`src/rtl/pipe_pkg.sv`:
```
// Shared pipeline-stage definitions: occupancy state encoding and default bubble fill bit.
package pipe_pkg;

  typedef enum logic [1:0] {
    EMPTY = 2'd0,
    BUSY  = 2'd1,
    FULL  = 2'd2
  } occ_state_t;

  localparam logic PIPE_BUBBLE_BIT = 1'b0;

endpackage

```
`src/rtl/pipe_skid_entry.sv`:
```
// Skid holding register: valid + payload with load and clear (clear wins); one-cycle update.
module pipe_skid_entry #(
  parameter int                DATA_W     = 64,
  parameter logic [DATA_W-1:0] BUBBLE_VAL = '0
) (
  input  logic              clk,
  input  logic              rst,
  input  logic              load,
  input  logic              clear,
  input  logic [DATA_W-1:0] din,
  output logic              vld,
  output logic [DATA_W-1:0] dat
);

  always_ff @(posedge clk or posedge rst) begin
    if (rst) begin
      vld <= 1'b0;
      dat <= BUBBLE_VAL;
    end else if (clear) begin
      vld <= 1'b0;
      dat <= BUBBLE_VAL;
    end else if (load) begin
      vld <= 1'b1;
      dat <= din;
    end
  end

endmodule

```
`src/rtl/pipe_skid_reg.sv`:
```
// Pipeline stage register, 1-cycle latency; PIPE_SKID_REG_SKID_EN adds a skid entry for full throughput.
// Backpressure: output held while OUT_READY low; IN_READY registered with skid, else OUT_READY || !OUT_VALID.
module pipe_skid_reg
  import pipe_pkg::*;
#(
  parameter int                DATA_W     = 64,
  parameter logic [DATA_W-1:0] BUBBLE_VAL = {DATA_W{PIPE_BUBBLE_BIT}}
) (
  input  logic              CLK,
  input  logic              RESET,
  input  logic              FLUSH,
  input  logic              IN_VALID,
  output logic              IN_READY,
  input  logic [DATA_W-1:0] IN_DATA,
  output logic              OUT_VALID,
  input  logic              OUT_READY,
  output logic [DATA_W-1:0] OUT_DATA,
  output logic [1:0]        OCC
);

  occ_state_t        state, state_nxt;
  logic              in_fire, out_fire, main_load;
  logic [DATA_W-1:0] main_dat, main_nxt_dat;
`ifdef PIPE_SKID_REG_SKID_EN
  logic              skid_load, skid_clear, skid_vld, in_rdy_q;
  logic [DATA_W-1:0] skid_dat;
`endif

  assign in_fire  = IN_VALID && IN_READY;
  assign out_fire = OUT_VALID && OUT_READY;

  always_ff @(posedge CLK or posedge RESET) begin
    if (RESET) state <= EMPTY;
    else       state <= state_nxt;
  end

  always_comb begin
    state_nxt    = state;
    main_load    = 1'b0;
    main_nxt_dat = IN_DATA;
`ifdef PIPE_SKID_REG_SKID_EN
    skid_load    = 1'b0;
    skid_clear   = 1'b0;
`endif
    if (FLUSH) begin
      state_nxt = EMPTY;
`ifdef PIPE_SKID_REG_SKID_EN
      skid_clear = 1'b1;
`endif
    end else begin
      case (state)
        EMPTY: begin
          if (in_fire) begin
            state_nxt = BUSY;
            main_load = 1'b1;
          end
        end
        BUSY: begin
          if (in_fire && out_fire) begin
            main_load = 1'b1;
          end else if (out_fire) begin
            state_nxt = EMPTY;
`ifdef PIPE_SKID_REG_SKID_EN
          end else if (in_fire) begin
            state_nxt = FULL;
            skid_load = 1'b1;
`endif
          end
        end
`ifdef PIPE_SKID_REG_SKID_EN
        FULL: begin
          // IN_READY is low here, so the only move is skid -> main
          if (out_fire && skid_vld) begin
            state_nxt    = BUSY;
            main_load    = 1'b1;
            main_nxt_dat = skid_dat;
            skid_clear   = 1'b1;
          end
        end
`endif
        default: state_nxt = EMPTY;
      endcase
    end
  end

  always_ff @(posedge CLK or posedge RESET) begin
    if (RESET)          main_dat <= BUBBLE_VAL;
    else if (main_load) main_dat <= main_nxt_dat;
  end

`ifdef PIPE_SKID_REG_SKID_EN
  always_ff @(posedge CLK or posedge RESET) begin
    if (RESET) in_rdy_q <= 1'b1;
    else       in_rdy_q <= (state_nxt != FULL);
  end

  pipe_skid_entry #(
    .DATA_W     (DATA_W),
    .BUBBLE_VAL (BUBBLE_VAL)
  ) u_skid (
    .clk   (CLK),
    .rst   (RESET),
    .load  (skid_load),
    .clear (skid_clear),
    .din   (IN_DATA),
    .vld   (skid_vld),
    .dat   (skid_dat)
  );
`endif

  always_comb begin
    OUT_VALID = (state != EMPTY);
    OUT_DATA  = (state != EMPTY) ? main_dat : BUBBLE_VAL;
    OCC       = state;
`ifdef PIPE_SKID_REG_SKID_EN
    IN_READY  = in_rdy_q;
`else
    IN_READY  = OUT_READY || (state == EMPTY);
`endif
  end

endmodule

```
`config.mk`:
```
export PLATFORM = sky130hd
export DESIGN_NAME = pipe_skid_reg
export DESIGN_NICKNAME = d
export VERILOG_FILES = /design/src/rtl/pipe_pkg.sv /design/src/rtl/pipe_skid_entry.sv /design/src/rtl/pipe_skid_reg.sv
export SDC_FILE = /design/constraint.sdc
export NUM_CORES = 1
export LEC_CHECK = 0
export CAP_MARGIN = 20
export CORE_UTILIZATION = 38
export CTS_BUF_LIST = sky130_fd_sc_hd__clkbuf_16
export CTS_CLUSTER_DIAMETER = 80
export CTS_CLUSTER_SIZE = 8
export DETAILED_ROUTE_END_ITERATION = 12
export PLACE_DENSITY = 0.83
export SKIP_CTS_REPAIR_TIMING = 1
export SYNTH_ARGS = -nofsm -noshare
export SYNTH_HDL_FRONTEND = slang
export SYNTH_SLANG_ARGS = --single-unit
```
`constraint.sdc`:
```
create_clock -name CLK -period 2.23 [get_ports CLK]
set_clock_uncertainty 0.1 [all_clocks]
set_input_delay 0.5575 -clock CLK [delete_from_list [all_inputs] [get_ports CLK]]
set_output_delay 0.5575 -clock CLK [all_outputs]
set_load 0.1 [all_outputs]
```
==> key figures <==
Detailed routing
  – Vias/cell: 4.54
  – DRC violations left: 0
  – WL/cell: roughly 15 um
  – DRT antenna net count: 0
  – Routed WL: around 7300 um
  – Via count: between 2000 and 2500
  – DRT iter0 DRCs: 20
  – Drt pass-1 iters: 4

Floorplanning
  – Cell row count: 33
  – Die W: 93.6 um
  – # IOs: roughly 140
  – DIE AREA: between 8000 and 9000 sq um
  – Initial core utilization: around two fifths
  – Die H: 93.6 um
  – CORE AREA: 8180 sq um

Synth
  – Syn Inst Count: about 220
  – Adder-Cell Fraction of Synth Area: 0%
  – Post-Synth XOR/XNOR Area: 0%
  – Syn nets: 285
  – Synth cell types: 13
  – Top post-synthesis cells by area: dfrtp_1 (51%), mux2_4 (28%), and2_1 (13%)
  – Area share of the largest cell type after synthesis: 51.0%
  – Synth Area in Simple Gates: between 10 and 15%
  – Post-synthesis sequential area ratio: roughly half
  – Leading area contributor after synthesis: dfrtp_1
  – Compound-Gate Fraction of Synth Area: 0%
  – Synth Register Bits: 65
  – Mapped Avg Cell Area: approximately 15 sq um
  – Multiplexer area fraction after synthesis: just under 30%
  – Synth Cell Area: ~3200 sq um
  – Ys Warns: 0
  – Main combinational cell family by area after synthesis: multiplexers

Critical path
  – Reg-to-reg critical path startpoint: OCC[0]
  – Crit Path Class: primary input to primary output
  – Worst endpoint required time: 1.57 ns
  – R2R depth: 6
  – CP max-delay cell: clkdlybuf4s50_1
  – Crit Path Max Fanout: 3
  – CP top delay family: buffers and inverters
  – Worst-path cell chain: clkdlybuf4s50_1 > nor2b_4 > inv_1 > buf_12
  – Crit. End Element: primary output
  – R2r setup slk: ~0.38 ns
  – Critical Path Max Stage Delay: approximately 0.44 ns
  – Crit path launch type: primary input
  – Crit Reg-Reg Endpoint: main_dat[14]
  – Crit path DAT: between 1 and 1.5 ns
  – Buf+Inv Stages, Crit Path: 3

Pwr
  – Leakage: 2.57 nW
  – Peak supply drop: ~500 uV
  – Total power: around 4.6 mW
  – Pwr dens: 804 nW/um^2

CTS
  – Max clock buf depth: 2
  – Clock root buffer: clkbuf_16
  – CTS tree: done
  – Sink Count: between 60 and 70
  – H-Tree Depth: 3
  – CTS Buf Count: 9
  – Clock Latency Late Sink: 0.31 ns
  – Reg clk slew, reported paths: 0.05 ns

Layout
  – Filler cell count: about 560
  – Final-stage net count: 436
  – Layout cell share with drive strength beyond 1: between 60 and 70%
  – Commonest non-fill, non-tap cell in the layout: buf_12
  – Antenna cell count: 0
  – Layout area overhead: 80.3%
  – Commonest non-fill, non-tap cells in the layout: buf_12 (71), clkdlybuf4s50_1 (68), and2_2 (64), dfrtp_1 (64), mux2_4 (60)
  – Sequential cell area: around 1600 sq um
  – Multi-input gate area: 1470 sq um

Job
  – Max-cap violations: 0

Hold path
  – Hold path depth: 1
  – Hold_sp: main_dat[16]
  – HP Class: flip-flop to flip-flop
  – Hold path endpoint: main_dat[16]

Global routing
  – Global-route usage over all layers: 18.0%
  – Antenna violations before repair: 0
  – Largest net degree at the start of global routing: 28
  – GR Overflow Total: 0
  – Vias in the first global route: ~2300
  – Global-route wire length before repair: 11900 um

Timing
  – Max Freq: 480 MHz
  – Period utilisation layout: between 90% and 100%
  – Hold slack final: between 0.3 and 0.4 ns
  – Setup TNS: 0 ns
  – Tmin final: 2.08 ns
  – Max-slew violations: 0
  – Final hold viol count: 0
  – Setup ws final: about 0.15 ns
  – Final setup viols: 0
  – RSZ-0062 raised after global routing: no

Placement
  – Routability cong.: roughly 0.73
  – Detail Placement HPWL: between 5000 and 6000 um
  – Port Buffers: between 100 and 150
  – Dpl ws: 0.00446 ns

Status
  – Result of the run: finished clean
-- worst max path at each step --
stage / from / to / slack [ns] / depth (start not counted)
after detailed placement: OUT_READY / main_dat[57] / 0.004 / 6
after CTS: OCC[0] / OUT_DATA[56] / -0.03 / 3
final: OUT_READY / IN_READY / 0.15 / 4
after global routing: OCC[0] / OUT_DATA[38] / 0.11 / 3
after floorplan: OCC[0] / OUT_DATA[55] / -0.1 / 3
after global placement: OUT_READY / main_dat[14] / 0.008 / 6
-- state kept, by name, summed over array words and instances (netlist names) --
register	flops
main_dat	64
OCC	1
-- cells by family after synthesis --
group,Yosys count
buffers and inverters,18
DFF,65
muxes,64
other,1
and+or+nand+nor,68
-- cell type report --
type	instances	share of cell area [%]
Clock buffer	9	3.91
Clock inverter	7	0.935
Inverter	2	0.196
Multi-Input combinational cell	133	25.6
Sequential cell	65	28.3
Tap cell	105	2.28
Timing Repair Buffer	156	38.8
-- layer usage --
layer  share of wire, %  GRT usage, %  up-vias  wire length [um]
met5                  0             0        -                 0
met4                1.2          5.51        0                87
met3                7.6          5.04        9               560
met2                 52          31.2       87              3810
met1                 39          21.7     1061              2880
li1                   -             -     1007                 -
-- synth_stat cells --
| cell | n |
|---|---|
| nor3b_2 | 1 |
| buf_4 | 2 |
| clkbuf_1 | 7 |
| nor2b_4 | 1 |
| buf_6 | 1 |
| buf_12 | 6 |
| mux2_2 | 4 |
| dfrtp_1 | 65 |
| conb_1 | 1 |
| mux2_4 | 60 |
| nor2_1 | 2 |
| and2_1 | 64 |
| inv_1 | 2 |
-- stage by stage --
| stage | instance area, sq um | instances | utilization (%) |
|---|---|---|---|
| floorplan | 3280 | 216 | - |
| detailed placement | 5440 | 457 | 66.5 |
| global placement | 5440 | 457 | 66.5 |
| global route | 5750 | 477 | 70.4 |
| finish | 5750 | 477 | 70.4 |
| CTS | 5720 | 473 | 70.0 |
-- power breakdown --
group / leakage (nW) / switching, mW / total, mW / internal [mW]
Combinational: 1.67 / 0.993 / 1.84 / 0.844
Clock: 0.144 / 0.454 / 1.30 / 0.842
Sequential: 0.764 / 0.109 / 1.49 / 1.38
Total: 2.57 / 1.56 / 4.62 / 3.07
No activity file was read; power rests on OpenSTA's default activity.
